--- src/rtl/mcu_pkg.sv ---
// Shared opcodes, FSM states and control encodings
// for the multi-cycle RV32I control unit.
package mcu_pkg;

  localparam logic [6:0] OP_R      = 7'b0110011;
  localparam logic [6:0] OP_I      = 7'b0010011;
  localparam logic [6:0] OP_LOAD   = 7'b0000011;
  localparam logic [6:0] OP_STORE  = 7'b0100011;
  localparam logic [6:0] OP_BRANCH = 7'b1100011;
  localparam logic [6:0] OP_JAL    = 7'b1101111;
  localparam logic [6:0] OP_JALR   = 7'b1100111;
  localparam logic [6:0] OP_LUI    = 7'b0110111;
  localparam logic [6:0] OP_AUIPC  = 7'b0010111;

  typedef enum logic [3:0] {
    S_FETCH    = 4'd0,
    S_DECODE   = 4'd1,
    S_EXEC_R   = 4'd2,
    S_EXEC_I   = 4'd3,
    S_MEM_ADDR = 4'd4,
    S_MEM_RD   = 4'd5,
    S_MEM_WR   = 4'd6,
    S_WB_ALU   = 4'd7,
    S_WB_MEM   = 4'd8,
    S_BRANCH   = 4'd9,
    S_JAL      = 4'd10,
    S_JALR     = 4'd11,
    S_LUI      = 4'd12,
    S_AUIPC    = 4'd13,
    S_TRAP     = 4'd14
  } state_e;

  localparam logic [1:0] SRC_A_PC     = 2'b00;
  localparam logic [1:0] SRC_A_RS1    = 2'b01;
  localparam logic [1:0] SRC_A_ZERO   = 2'b10;
  localparam logic [1:0] SRC_A_OLD_PC = 2'b11;

  localparam logic [1:0] SRC_B_RS2  = 2'b00;
  localparam logic [1:0] SRC_B_IMM  = 2'b01;
  localparam logic [1:0] SRC_B_FOUR = 2'b10;

  localparam logic [1:0] PC_SRC_ALU    = 2'b00;
  localparam logic [1:0] PC_SRC_ALUOUT = 2'b01;
  localparam logic [1:0] PC_SRC_JALR   = 2'b10;

  localparam logic [1:0] M2R_ALU  = 2'b00;
  localparam logic [1:0] M2R_MDR  = 2'b01;
  localparam logic [1:0] M2R_LINK = 2'b10;

  localparam logic [1:0] ALU_OP_R   = 2'b00;
  localparam logic [1:0] ALU_OP_I   = 2'b01;
  localparam logic [1:0] ALU_OP_BR  = 2'b10;
  localparam logic [1:0] ALU_OP_ADD = 2'b11;

  typedef struct packed {
    logic       pc_write;
    logic       ir_write;
    logic       mem_req;
    logic       mem_we;
    logic       i_or_d;
    logic [1:0] alu_src_a;
    logic [1:0] alu_src_b;
    logic [1:0] alu_op;
    logic [1:0] pc_src;
    logic       reg_write_en;
    logic [1:0] mem_to_reg;
    logic       instr_retired;
    logic       trap;
  } ctrl_t;

  localparam int CTRL_W = $bits(ctrl_t);

  function automatic state_e decode_op(
    input logic [6:0] op,
    input logic       jalr_en,
    input logic       u_en
  );
    state_e s;
    s = S_TRAP;
    case (op)
      OP_R:      s = S_EXEC_R;
      OP_I:      s = S_EXEC_I;
      OP_LOAD:   s = S_MEM_ADDR;
      OP_STORE:  s = S_MEM_ADDR;
      OP_BRANCH: s = S_BRANCH;
      OP_JAL:    s = S_JAL;
      OP_JALR:   s = jalr_en ? S_JALR : S_TRAP;
      OP_LUI:    s = u_en ? S_LUI : S_TRAP;
      OP_AUIPC:  s = u_en ? S_AUIPC : S_TRAP;
      default:   s = S_TRAP;
    endcase
    return s;
  endfunction

endpackage

--- src/rtl/mcu_out_decode.sv ---
// Per-state control decode; Mealy terms only on
// mem_ready (handshake) and branch_taken.
module mcu_out_decode
  import mcu_pkg::*;
(
  input  logic [3:0]        state,
  input  logic              mem_ready,
  input  logic              branch_taken,
  output logic [CTRL_W-1:0] ctrl
);

  ctrl_t c;

  always_comb begin
    c = '0;
    unique case (state_e'(state))
      S_FETCH: begin
        c.mem_req   = 1'b1;
        c.alu_src_a = SRC_A_PC;
        c.alu_src_b = SRC_B_FOUR;
        c.alu_op    = ALU_OP_ADD;
        c.pc_src    = PC_SRC_ALU;
        c.ir_write  = mem_ready;
        c.pc_write  = mem_ready;
      end
      S_DECODE: begin
        c.alu_src_a = SRC_A_OLD_PC;
        c.alu_src_b = SRC_B_IMM;
        c.alu_op    = ALU_OP_ADD;
      end
      S_EXEC_R: begin
        c.alu_src_a = SRC_A_RS1;
        c.alu_src_b = SRC_B_RS2;
        c.alu_op    = ALU_OP_R;
      end
      S_EXEC_I: begin
        c.alu_src_a = SRC_A_RS1;
        c.alu_src_b = SRC_B_IMM;
        c.alu_op    = ALU_OP_I;
      end
      S_MEM_ADDR: begin
        c.alu_src_a = SRC_A_RS1;
        c.alu_src_b = SRC_B_IMM;
        c.alu_op    = ALU_OP_ADD;
      end
      S_MEM_RD: begin
        c.mem_req = 1'b1;
        c.i_or_d  = 1'b1;
      end
      S_MEM_WR: begin
        c.mem_req       = 1'b1;
        c.mem_we        = 1'b1;
        c.i_or_d        = 1'b1;
        c.instr_retired = mem_ready;
      end
      S_WB_ALU: begin
        c.reg_write_en  = 1'b1;
        c.mem_to_reg    = M2R_ALU;
        c.instr_retired = 1'b1;
      end
      S_WB_MEM: begin
        c.reg_write_en  = 1'b1;
        c.mem_to_reg    = M2R_MDR;
        c.instr_retired = 1'b1;
      end
      S_BRANCH: begin
        c.alu_src_a     = SRC_A_RS1;
        c.alu_src_b     = SRC_B_RS2;
        c.alu_op        = ALU_OP_BR;
        c.pc_src        = PC_SRC_ALUOUT;
        c.pc_write      = branch_taken;
        c.instr_retired = 1'b1;
      end
      S_JAL: begin
        c.pc_src        = PC_SRC_ALUOUT;
        c.pc_write      = 1'b1;
        c.reg_write_en  = 1'b1;
        c.mem_to_reg    = M2R_LINK;
        c.instr_retired = 1'b1;
      end
      S_JALR: begin
        c.alu_src_a     = SRC_A_RS1;
        c.alu_src_b     = SRC_B_IMM;
        c.alu_op        = ALU_OP_ADD;
        c.pc_src        = PC_SRC_JALR;
        c.pc_write      = 1'b1;
        c.reg_write_en  = 1'b1;
        c.mem_to_reg    = M2R_LINK;
        c.instr_retired = 1'b1;
      end
      S_LUI: begin
        c.alu_src_a     = SRC_A_ZERO;
        c.alu_src_b     = SRC_B_IMM;
        c.alu_op        = ALU_OP_ADD;
        c.reg_write_en  = 1'b1;
        c.mem_to_reg    = M2R_ALU;
        c.instr_retired = 1'b1;
      end
      // AUIPC target was already latched in ALUOut during DECODE
      S_AUIPC: begin
        c.reg_write_en  = 1'b1;
        c.mem_to_reg    = M2R_ALU;
        c.instr_retired = 1'b1;
      end
      S_TRAP: c.trap = 1'b1;
      default: c.trap = 1'b1;
    endcase
  end

  assign ctrl = c;

endmodule

--- src/rtl/multicycle_control_unit.sv ---
// Multi-cycle RV32I control FSM with memory handshake.
// Optional wait timeout: define MCU_MEM_TIMEOUT_EN.
module multicycle_control_unit
  import mcu_pkg::*;
#(
  parameter int ALU_OP_W       = 2,
  parameter int SUPPORT_JALR   = 1,
  parameter int SUPPORT_U_TYPE = 1,
  parameter int MEM_TIMEOUT    = 16
) (
  input  logic                clk,
  input  logic                rst,
  input  logic [6:0]          opcode,
  input  logic                mem_ready,
  input  logic                branch_taken,
  output logic                pc_write,
  output logic                ir_write,
  output logic                mem_req,
  output logic                mem_we,
  output logic                i_or_d,
  output logic [1:0]          alu_src_a,
  output logic [1:0]          alu_src_b,
  output logic [ALU_OP_W-1:0] alu_op,
  output logic [1:0]          pc_src,
  output logic                reg_write_en,
  output logic [1:0]          mem_to_reg,
  output logic                illegal_instr,
  output logic                bus_err,
  output logic                instr_retired,
  output logic [3:0]          state_o
);

  state_e            state_q, state_d;
  logic [CTRL_W-1:0] ctrl_raw;
  ctrl_t             raw;
  ctrl_t             ctrl;
  logic              to_hit;
  logic              bus_flag;

  mcu_out_decode u_dec (
    .state        (state_q),
    .mem_ready    (mem_ready),
    .branch_taken (branch_taken),
    .ctrl         (ctrl_raw)
  );

  assign raw = ctrl_raw;

  always_comb begin
    state_d = state_q;
    unique case (state_q)
      S_FETCH:    if (mem_ready) state_d = S_DECODE;
      S_DECODE:   state_d = decode_op(opcode,
                    SUPPORT_JALR != 0, SUPPORT_U_TYPE != 0);
      S_EXEC_R:   state_d = S_WB_ALU;
      S_EXEC_I:   state_d = S_WB_ALU;
      S_MEM_ADDR: state_d = (opcode == OP_LOAD) ? S_MEM_RD : S_MEM_WR;
      S_MEM_RD:   if (mem_ready) state_d = S_WB_MEM;
      S_MEM_WR:   if (mem_ready) state_d = S_FETCH;
      S_WB_ALU:   state_d = S_FETCH;
      S_WB_MEM:   state_d = S_FETCH;
      S_BRANCH:   state_d = S_FETCH;
      S_JAL:      state_d = S_FETCH;
      S_JALR:     state_d = S_FETCH;
      S_LUI:      state_d = S_FETCH;
      S_AUIPC:    state_d = S_FETCH;
      S_TRAP:     state_d = S_TRAP;
      default:    state_d = S_TRAP;
    endcase
    if (to_hit) state_d = S_TRAP;
  end

  always_ff @(posedge clk) begin
    if (rst) state_q <= S_FETCH;
    else     state_q <= state_d;
  end

`ifdef MCU_MEM_TIMEOUT_EN
  logic [7:0] wcnt_q, wcnt_d;
  logic       bus_q, bus_d;
  logic       wait_c;

  assign wait_c = raw.mem_req & ~mem_ready;
  assign to_hit = wait_c &&
    (({1'b0, wcnt_q} + 9'd1) == 9'(MEM_TIMEOUT));

  // counter restarts on every state entry
  always_comb begin
    wcnt_d = wcnt_q;
    if (state_d != state_q) wcnt_d = '0;
    else if (wait_c)        wcnt_d = wcnt_q + 8'd1;
    bus_d = bus_q | to_hit;
  end

  always_ff @(posedge clk) begin
    if (rst) begin
      wcnt_q <= '0;
      bus_q  <= 1'b0;
    end else begin
      wcnt_q <= wcnt_d;
      bus_q  <= bus_d;
    end
  end

  assign bus_flag = bus_q;
`else
  logic [31:0] unused_timeout;
  assign unused_timeout = MEM_TIMEOUT;
  assign to_hit   = 1'b0;
  assign bus_flag = 1'b0;
`endif

  always_comb begin
    ctrl = raw;
    if (rst) ctrl = '0;
  end

  assign pc_write      = ctrl.pc_write;
  assign ir_write      = ctrl.ir_write;
  assign mem_req       = ctrl.mem_req;
  assign mem_we        = ctrl.mem_we;
  assign i_or_d        = ctrl.i_or_d;
  assign alu_src_a     = ctrl.alu_src_a;
  assign alu_src_b     = ctrl.alu_src_b;
  assign alu_op        = ALU_OP_W'(ctrl.alu_op);
  assign pc_src        = ctrl.pc_src;
  assign reg_write_en  = ctrl.reg_write_en;
  assign mem_to_reg    = ctrl.mem_to_reg;
  assign instr_retired = ctrl.instr_retired;
  assign illegal_instr = ctrl.trap & ~bus_flag;
  assign bus_err       = ctrl.trap & bus_flag;
  assign state_o       = rst ? 4'd0 : state_q;

endmodule

--- config.mk ---
export PLATFORM = sky130hd
export DESIGN_NAME = multicycle_control_unit
export DESIGN_NICKNAME = d
export VERILOG_FILES = /design/src/rtl/mcu_pkg.sv /design/src/rtl/mcu_out_decode.sv /design/src/rtl/multicycle_control_unit.sv
export SDC_FILE = /design/constraint.sdc
export NUM_CORES = 1
export LEC_CHECK = 0
export BUFFER_PORTS_ARGS = -buffer_cell sky130_fd_sc_hd__buf_2
export CORE_AREA = 2 2 43 45
export CTS_CLUSTER_SIZE = 28
export DETAILED_ROUTE_END_ITERATION = 8
export DIE_AREA = 0 0 45 47
export PLACE_DENSITY = 0.78
export SLEW_MARGIN = 5
export SYNTH_ARGS = -nofsm -noshare
export SYNTH_HDL_FRONTEND = slang
export SYNTH_SLANG_ARGS = --single-unit
--- constraint.sdc ---
create_clock -name clk -period 3.1 [get_ports clk]
set_input_delay 0.31 -clock clk [delete_from_list [all_inputs] [get_ports clk]]
set_output_delay 0.31 -clock clk [all_outputs]
set_load 0.03 [all_outputs]
==> results_dict.tcl <==
set metrics [dict create \
    syn_to_final_growth_pct 18.8 \
    nNetsFinal 153 \
    place_area_um2 863 \
    final_cell_area_um2 886 \
    ys_ff_latch 4 \
    timing_hold_violations_final 0 \
    stdcell_count 157 \
    crit_fanout 24 \
    drtIter0Drc 3 \
    end_kind "output port" \
    finalWirelength_mm 2.01 \
    largest-register "state_q" \
    grt_start_max_net_pins 25 \
    fp.dieH_um 47 \
    hp-class "input port to register" \
    tightest_slew_ps 727 \
    status "completed" \
    p_sw_mw 0.441 \
    finalWeightedCongestion 0.845 \
    dp_hpwl_mm 1.48 \
    rsz0062_at_grt "false" \
    cts_tree "done" \
    ys_warn_count 0 \
    p_leak_nw 0.397 \
    crit-reg2reg-launch "state_q[0]$_SDFFE_PP0P_" \
    seqPwrFrac_pct 22.9 \
    worstSetupPathType "register to output port" \
    diodes 0 \
    vias_per_cell 5.94 \
    drive_gt1_share_pct 27.9 \
    switching_share_pct 58.0 \
    powerDensity_nw_per_um2 858 \
    dp.cells 154 \
    syn-num-nets 128 \
    cts_setup_buffers 0 \
    reg_top3 "state_q x4" \
    grtUsageMet3_pct 2.31 \
    rows 15 \
    drt_pre_antenna_iters 4 \
    root_buffer "clkbuf_4" \
    start_kind "register" \
    htreeDepth 1 \
    insertion_delay_ps 230 \
    drtAntennaViolNets 0 \
    grt_util_met1_pct 27.1 \
    cp.arrival_ps 2000 \
    cts_resized 0 \
    core_area_um2 1650 \
    busiest_layer "met2" \
    synthCells 117 \
    grtUsageMet2_pct 33.1 \
    grt_pass1_wl_mm 3.28 \
    power_mw 0.760 \
    required_ps 2790 \
    die-area_um2 2120 \
    intPower_mw 0.320 \
    cts_buffer_depth 2 \
    combinationalPowerShare_pct 68.9 \
    period_needed_ps 2310 \
    timing.fmax_mhz 434 \
    io_pins 34 \
    grt_antenna_before_repair 0 \
    grt.total_usage_pct 20.1 \
    ys_types 41 \
    overflow 0 \
    num_vias 933 \
    cts.sinks 4 \
    setup_violations 0 \
    start_util_pct 45.2 \
    fillCellCount 181 \
    largest_register_ffs 4 \
    cts_buffers 3 \
    grt_pass1_vias 798 \
    port-buffer-count 32 \
    finClkSkew_ps 1.98 \
    clk_pin_slew_ps 40 \
    irDropWorstVdd_mv 0.340 \
    die_x_um 45 \
    drv_slew 0 \
    seq_area_frac_synth_pct 10.7 \
    synth_area_um2 746 \
    max_cap_violations 0 \
    finalCritPeriodShare_pct 74.4 \
    clock_power_share_pct 8.2 \
    min_from "mem_ready" \
    relSlewSlack_pct 51.5 \
    syn_area_per_cell_um2 6.37 \
    wl_per_cell_um 12.8 \
    setup_tns_ps 0 \
    ctsHoldBuffers 0 \
    drt_drc_violations_left 0 \
    critical_path.startpoint "state_q[3]$_SDFFE_PP0P_" \
]
[worst max-delay path, stage by stage, from the launching register on]
cell	delay, ps
dfxtp_1	780
nor2_1	140
nor4b_1	190
and2_1	200
or2_2	280
buf_2	180
[layer usage]
| metal | vias to the layer above | wire length, um |
|---|---|---|
| li1 | 480 | - |
| met2 | 21 | 963 |
| met5 | - | 0 |
| met4 | 0 | 0 |
| met3 | 0 | 67 |
| met1 | 432 | 975 |
[Yosys cell counts (all sizes together)]
cell type / count / area share (%)
nor2: 16 / 8.1
nor3: 11 / 7.4
buf: 10 / 7.6
a21oi: 7 / 4.7
nand2: 6 / 3.0
nor2b: 6 / 5.0
o21ai: 6 / 4.0
nand2b: 5 / 4.2
dfxtp: 4 / 11
and2: 3 / 2.5
inv: 3 / 1.5
nor4: 3 / 2.5
nor4b: 3 / 3.5
o32a: 3 / 4.0
a211oi: 2 / 2.0
a2bb2oi: 2 / 2.3
a311oi: 2 / 2.3
and3: 2 / 1.7
clkbuf: 2 / 1.0
nand3b: 2 / 2.0
o31ai: 2 / 2.0
or2: 2 / 1.7
a2111oi: 1 / 1.2
a21o: 1 / 1.0
a31oi: 1 / 0.84
conb: 1 / 0.50
mux2i: 1 / 1.3
nand3: 1 / 0.67
o21bai: 1 / 1.0
o22ai: 1 / 0.84
o31a: 1 / 1.2
o32ai: 1 / 1.2
o41a: 1 / 1.5
or2b: 1 / 1.0
or3: 1 / 0.84
or3b: 1 / 1.2
or4b: 1 / 1.8
[per-stage QoR]
stage / setup WS, ps / hold slack [ps] / util, %
CTS: 840 / 510 / 53.6
global placement: 1140 / 738 / 52.3
global route: 639 / 531 / 53.6
floorplan: 462 / 508 / -
finish: 794 / 521 / 53.6
detailed placement: 1080 / 751 / 52.3
[power groups by stage]
| stage | combinational, mW | clock, mW | sequential (mW) |
|---|---|---|---|
| global placement | 0.510 | 0 | 0.167 |
| finish | 0.524 | 0.0624 | 0.174 |
| global route | 0.573 | 0.0698 | 0.185 |
| detailed placement | 0.522 | 0 | 0.171 |
| CTS | 0.525 | 0.0650 | 0.169 |
| floorplan | 0.503 | 0 | 0.0856 |
[worst paths after layout]
path,endpoint,slack [ps],depth (start not counted)
hold reg to reg,state_q[3]$_SDFFE_PP0P_,910,2
setup reg to reg,state_q[0]$_SDFFE_PP0P_,1200,3
setup / recovery,pc_write,790,5
hold / removal,state_q[0]$_SDFFE_PP0P_,520,3
[cell families after synthesis]
| kind of cell | synth area share (%) |
|---|---|
| other | 0.503 |
| DFF | 10.7 |
| AOI/OAI and AO/OA | 30.2 |
| buffers and inverters | 10.1 |
| muxes | 1.34 |
| and+or+nand+nor | 47.1 |
[layout by cell type (no fill, tap or decap), types with 2 or more instances in the layout]
cell and count:
buf_2 32, nor2_1 16, nor3_1 11, a21oi_1 7, nor2b_1 6, nand2_1 6, o21ai_0 6, nand2b_1 5
dfxtp_1 4, nor4b_1 3, o32a_1 3, inv_1 3, nor4_1 3, clkbuf_4 3, and2_1 2, and3_1 2
or2_2 2, nand3b_1 2, o31ai_1 2, a311oi_1 2, a2bb2oi_1 2, a211oi_1 2
[area by class of cell]
cell class | count | area (um^2) | area share (%)
Multi-Input combinational cell | 98 | 591 | 66.7
Timing Repair Buffer | 32 | 160 | 18.1
Sequential cell | 4 | 80.1 | 9.04
Clock buffer | 3 | 22.5 | 2.54
Tap cell | 17 | 21.3 | 2.40
Inverter | 3 | 11.3 | 1.27
Power figures use the tool's default switching activity.
